### src/rtl/systolic_pkg.sv
// Shared definitions for the systolic array feeders: FSM state encoding and
// default geometry constants.
package systolic_pkg;

  localparam int DEF_WIDTH = 8;
  localparam int DEF_ROWS  = 4;
  localparam int DEF_DEPTH = 8;

  typedef enum logic [1:0] {
    ST_IDLE,
    ST_LOAD,
    ST_STREAM,
    ST_DONE
  } feeder_state_e;

endpackage

### src/rtl/skew_delay_line.sv
// Fixed-length register chain carrying one lane's data and valid; LEN=0 is a
// plain wire so lane 0 of the feeder sees no extra delay.
module skew_delay_line #(
  parameter int WIDTH = 8,
  parameter int LEN   = 0
) (
  input  logic             clk_i,
  input  logic             rstn_i,
  input  logic [WIDTH-1:0] data_i,
  input  logic             vld_i,
  output logic [WIDTH-1:0] data_o,
  output logic             vld_o
);

  if (LEN == 0) begin : g_pass
    logic unused_clk_rst;
    assign unused_clk_rst = clk_i ^ rstn_i;
    assign data_o = data_i;
    assign vld_o  = vld_i;
  end else begin : g_chain
    logic [WIDTH-1:0] dat_p [LEN];
    logic [LEN-1:0]   vld_p;

    // Data is cleared on reset too so the west edge of the array goes quiet at once.
    always_ff @(posedge clk_i or negedge rstn_i) begin
      if (!rstn_i) begin
        for (int i = 0; i < LEN; i++) dat_p[i] <= '0;
        vld_p <= '0;
      end else begin
        dat_p[0] <= data_i;
        vld_p[0] <= vld_i;
        for (int i = 1; i < LEN; i++) begin
          dat_p[i] <= dat_p[i-1];
          vld_p[i] <= vld_p[i-1];
        end
      end
    end

    assign data_o = dat_p[LEN-1];
    assign vld_o  = vld_p[LEN-1];
  end

endmodule

### src/rtl/systolic_west_feeder.sv
// Buffers a K-beat tile of row vectors, then streams it into PE column 0 with
// a one-cycle-per-row diagonal skew.
module systolic_west_feeder
  import systolic_pkg::*;
#(
  parameter int WIDTH = DEF_WIDTH,
  parameter int ROWS  = DEF_ROWS,
  parameter int DEPTH = DEF_DEPTH
) (
  input  logic                        clk_i,
  input  logic                        rstn_i,
  input  logic                        start_i,
  input  logic [$clog2(DEPTH+1)-1:0]  k_len_i,
  input  logic                        in_valid_i,
  output logic                        in_ready_o,
  input  logic [ROWS*WIDTH-1:0]       in_data_i,
  output logic [ROWS*WIDTH-1:0]       west_o,
  output logic [ROWS-1:0]             west_valid_o,
  output logic                        busy_o,
  output logic                        done_o
);

  localparam int KW = $clog2(DEPTH+1);
  localparam int AW = (DEPTH > 1) ? $clog2(DEPTH) : 1;
  localparam int TW = $clog2(DEPTH+ROWS+1);
  localparam int LW = ROWS*WIDTH;

  feeder_state_e  state_q, state_d;
  logic [KW-1:0]  k_q, k_clamp, wr_ptr_q;
  logic [TW-1:0]  t_q;
  logic [LW-1:0]  mem [DEPTH];
  logic           accept, last_beat, last_t, rd_en;
  logic [LW-1:0]  rd_data_p0;
  logic           rd_vld_p0;

  assign k_clamp   = (k_len_i > KW'(DEPTH)) ? KW'(DEPTH) : k_len_i;
  assign accept    = (state_q == ST_LOAD) && in_valid_i;
  assign last_beat = (wr_ptr_q == k_q - 1'b1);
  // t ends at K+ROWS-2; compare with +2 on both sides to stay non-negative for ROWS=1.
  assign last_t    = ((t_q + TW'(2)) == (TW'(k_q) + TW'(ROWS)));
  assign rd_en     = (state_q == ST_STREAM) && (t_q < TW'(k_q));

  assign in_ready_o = (state_q == ST_LOAD);
  assign busy_o     = (state_q != ST_IDLE);

  always_comb begin
    state_d = state_q;
    case (state_q)
      ST_IDLE: begin
        if (start_i) state_d = (k_len_i == '0) ? ST_DONE : ST_LOAD;
      end
      ST_LOAD: begin
        if (accept && last_beat) state_d = ST_STREAM;
      end
      ST_STREAM: begin
        if (last_t) state_d = ST_DONE;
      end
      ST_DONE: state_d = ST_IDLE;
      default: state_d = ST_IDLE;
    endcase
  end

  always_ff @(posedge clk_i or negedge rstn_i) begin
    if (!rstn_i) begin
      state_q  <= ST_IDLE;
      k_q      <= '0;
      wr_ptr_q <= '0;
      t_q      <= '0;
      done_o   <= 1'b0;
    end else begin
      state_q <= state_d;
      if ((state_q == ST_IDLE) && start_i) begin
        k_q      <= k_clamp;
        wr_ptr_q <= '0;
      end else if (accept) begin
        wr_ptr_q <= wr_ptr_q + 1'b1;
      end
      t_q    <= (state_q == ST_STREAM) ? t_q + 1'b1 : '0;
      done_o <= (state_q == ST_DONE);
    end
  end

  always_ff @(posedge clk_i) begin
    if (accept) mem[wr_ptr_q[AW-1:0]] <= in_data_i;
  end

  // p0: one buffer row per STREAM cycle, shared by every lane
  always_ff @(posedge clk_i or negedge rstn_i) begin
    if (!rstn_i) begin
      rd_vld_p0  <= 1'b0;
      rd_data_p0 <= '0;
    end else begin
      rd_vld_p0  <= rd_en;
      rd_data_p0 <= rd_en ? mem[t_q[AW-1:0]] : '0;
    end
  end

  // p1..pROWS-1: per-lane skew, lane r delayed by r cycles
  for (genvar r = 0; r < ROWS; r++) begin : g_lane
    skew_delay_line #(
      .WIDTH(WIDTH),
      .LEN  (r)
    ) u_skew (
      .clk_i (clk_i),
      .rstn_i(rstn_i),
      .data_i(rd_data_p0[r*WIDTH +: WIDTH]),
      .vld_i (rd_vld_p0),
      .data_o(west_o[r*WIDTH +: WIDTH]),
      .vld_o (west_valid_o[r])
    );
  end

endmodule

### config.mk
export PLATFORM = sky130hd
export DESIGN_NAME = systolic_west_feeder
export DESIGN_NICKNAME = d
export VERILOG_FILES = /design/src/rtl/systolic_pkg.sv /design/src/rtl/skew_delay_line.sv /design/src/rtl/systolic_west_feeder.sv
export SDC_FILE = /design/constraint.sdc
export NUM_CORES = 1
export LEC_CHECK = 0
export CORE_ASPECT_RATIO = 0.7
export CORE_MARGIN = 2
export CORE_UTILIZATION = 35
export DETAILED_ROUTE_END_ITERATION = 10
export GPL_ROUTABILITY_DRIVEN = 0
export RECOVER_POWER = 50
export SLEW_MARGIN = 20
export SYNTH_ARGS = -nofsm -noshare
export SYNTH_HDL_FRONTEND = slang
export SYNTH_HIERARCHICAL = 1
export SYNTH_SLANG_ARGS = --single-unit
### constraint.sdc
create_clock -name clk_i -period 6.6 [get_ports clk_i]
set_clock_uncertainty 0.2 [all_clocks]
set_input_delay 0.66 -clock clk_i [delete_from_list [all_inputs] [get_ports clk_i]]
set_output_delay 0.66 -clock clk_i [all_outputs]
set_load 0.02 [all_outputs]
==> run_results.csv <==
group,metric,value,unit
status,status,"finished with violations",
status,violations,"capacitance limit, slew limit",
floorplan,std_cell_rows,59,
setup_path,reg2reg_depth,5,
placed_design,io_buffers,78,
synthesis,ys_seq_area_share,78.3,%
setup_path,cp_max_fo,61,
clock_network,cts_tree,"done",
cells_and_area,utilization,41.7,%
power,power,5900,uW
timing,totalNegativeSetupSlack,0,ns
floorplan,die_y,166,um
floorplan,fp.dieW,235,um
synthesis,ys_types,34,
setup_path,r2r-start,"state_q[1]",
floorplan,core-area,37000,sq um
cells_and_area,diodes,0,
clock_network,cts-root-buf,"clkbuf_16",
timing,slew_violations,62,
setup_path,slowest_stage,"clkbuf_1",
clock_network,clk_pin_slew,0.06,ns
global_route,grt.total_usage,12.7,%
placed_design,dp_hpwl,13100,um
synthesis,syn-instance-count,623,
synthesis,synth_area,13100,sq um
power,pwr_density_cell,383,nW/um^2
drt,vias_per_cell,4.71,
synthesis,ys_ff_latch,358,
floorplan,io_pins,79,
global_route,grt_start_max_net_pins,67,
setup_path,path_class,"primary input to asynchronous set/reset pin",
clock_network,postCtsSetupBuffers,0,
synthesis,syn_nets,676,
min_path,holdCritStartpoint,"g_lane[2].u_skew/g_chain.dat_p[13]",
clock_network,cts_hold_buf,0,
cells_and_area,final.fill_count,3230,
timing,relSlewSlack,-132,%
clock_network,insertion_delay,0.52,ns
timing,final-setup-viol-count,0,
floorplan,start_util,35.4,%
global_route,grt_overflow_total,0,
cells_and_area,seqCellArea,10200,sq um
cells_and_area,area_growth,17.8,%
min_path,min_to,"g_lane[2].u_skew/data_o[5]",
timing,rsz0062_at_grt,"no",
setup_path,start_kind,"primary input",
drt,drc,0,
drt,first_pass_iters,4,
drt,ant_nets,0,
cells_and_area,layout-drive-gt1-share,19.1,%
min_path,whs_path_depth,0,
drt,vias,5728,
drt,drt-total-wl,24000,um
timing,hold_viol_final,0,
setup_path,cp_cell_sequence,"clkbuf_1, buf_4",
job,cap_violations,1,
clock_network,cts_htree_levels,2,
setup_path,endpoint_kind,"asynchronous set/reset pin",
power,vdd_ir_drop_max,0.000215,V
timing,max_freq,280,MHz
timing,fin_crit,3.57,ns
timing,tightest_slew,3.48,ns
setup_path,worstPathBufferInverterCount,2,
synthesis,yosys_warnings,6,
global_route,antenna_found_initial,1,
drt,wl_per_cell,19.8,um
drt,drt_iter0_drc,478,
clock_network,cts.sinks,358,
min_path,worstHoldPathType,"flop to flop",
setup_path,r2r_end,"mem[1][22]",
global_route,grt_pass1_wl,37900,um
power,leakage,0.00533,uW
cells_and_area,multi_input_area,2530,sq um
setup_path,critPathLaunch,"rstn_i",
cells_and_area,nets,755,
setup_path,rrSetupSlack,3.68,ns
global_route,first_global_vias,6202,
clock_network,cts_inserted_buffers,35,
clock_network,clk_path_buf_depth,3,
setup_path,cp.required,6.96,ns
setup_path,worstPathArrival,3.93,ns
floorplan,die-area,39000,sq um
synthesis,postSynthAreaPerCell,21.0,sq um
setup_path,crit_family,"buffers and inverters",
clock_network,cts_resized,0,
setup_path,slowest_delay,2.41,ns
timing,fin_crit_sh,54.1,%
[worst max path at each step]
| stage | to | slack, ns | cells past startpoint |
|---|---|---|---|
| after floorplan | mem[0][0] | 1.72 | 4 |
| after global placement | mem[1][23] | 3.28 | 4 |
| after detailed placement | mem[1][22] | 3.25 | 4 |
| after CTS | mem[1][22] | 3.63 | 5 |
| after global routing | t_q[0] | 2.17 | 2 |
| final | t_q[0] | 3.03 | 2 |
[layout make-up]
class	instances	area share (%)
Clock inverter	11	0.536
Clock buffer	52	6.63
Tap cell	488	3.96
Inverter	9	0.219
Sequential cell	358	66.5
Multi-Input combinational cell	206	16.4
Timing Repair Buffer	92	5.73
[registers in the layout (all words and copies together) (netlist names)]
signal                       flops
g_lane.u_skew/g_chain.dat_p     24
rd_data_p0                      32
wr_ptr_q                         4
g_lane.u_skew/vld_o              1
t_q                              4
done_o                           1
g_lane.u_skew/data_o            24
rd_vld_p0                        1
g_lane.u_skew/g_chain.vld_p      5
k_q                              4
mem                            256
state_q                          2
[placed cells by master (no fill, tap or decap), drive strengths merged, types with 2 or more instances in the layout]
cell           netlist  final
a21oi                4      4
and2                 3      3
buf                 44     14
clkbuf               6     53
clkdlybuf4s50        0     45
clkinv               0      8
dfrtp              102    102
dlygate4sd3          0     32
edfxtp             256    256
ha                  13     13
inv                  9     10
mux2i               35     35
mux4                64     64
nand2                8      8
nand2b               6      6
nand3                3      3
nand3b               2      2
nor2                36     36
nor2b                3      3
nor3                 5      5
nor4                 2      2
o21ai                4      4
xnor2                6      6
xor2                 5      5
[metal layers]
layer | global-route usage (%) | wire length, um
met1 | 18.9 | 11500
met2 | 19.0 | 10800
met3 | 2.86 | 1380
met4 | 3.19 | 429
met5 | 0 | 0
[stage by stage]
stage / instance area [sq um] / setup WS (ns) / hold slack, ns / instances
global placement: 14300 / 3.28 / 0.131 / 1153
finish: 15400 / 3.03 / 0.144 / 1216
CTS: 15400 / 3.63 / 0.0682 / 1216
detailed placement: 14300 / 3.25 / 0.135 / 1153
floorplan: 13100 / 1.72 / 0.131 / 623
global route: 15400 / 2.17 / 0.151 / 1216
[power by group]
| group | leakage [uW] | internal [uW] | switching, uW |
|---|---|---|---|
| logic | 0.00111 | 549 | 590 |
| registers | 0.00369 | 2700 | 125 |
| clock network | 0.000534 | 1110 | 815 |
[synth_stat cells]
library cell  instances  area, sq um
a21oi_1               4         20.0
a32oi_1               1         8.76
and2_1                3         18.8
buf_1                 5         18.8
buf_2                 9         45.0
buf_4                26          195
buf_6                 4         45.0
clkbuf_1              6         22.5
dfrtp_1             102         2550
edfxtp_1            256         7690
ha_1                 13          163
inv_1                 8         30.0
inv_2                 1         3.75
mux2_2                1         11.3
mux2i_1              35          350
mux4_2               64         1440
nand2_1               8         30.0
nand2b_1              6         37.5
nand3_1               3         15.0
nand3b_1              2         15.0
nand4_1               1         6.26
nor2_1               36          135
nor2b_1               3         18.8
nor3_1                4         20.0
nor3_2                1         10.0
nor4_1                2         12.5
o211ai_1              1         7.51
o21a_1                1         7.51
o21ai_0               3         15.0
o21ai_1               1         5.00
o41ai_2               1         16.3
xnor2_1               6         52.6
xnor3_1               1         22.5
xor2_1                5         43.8
[logic make-up after synthesis]
family | after synthesis | synth area share, %
adders and majority gates | 13 | 1.24
xor gates and xnor gates | 12 | 0.908
and+or+nand+nor | 69 | 2.44
muxes | 100 | 13.8
buffers and inverters | 59 | 2.75
AOI/OAI and AO/OA | 12 | 0.612
DFF | 358 | 78.3
Power figures use the tool's default switching activity.
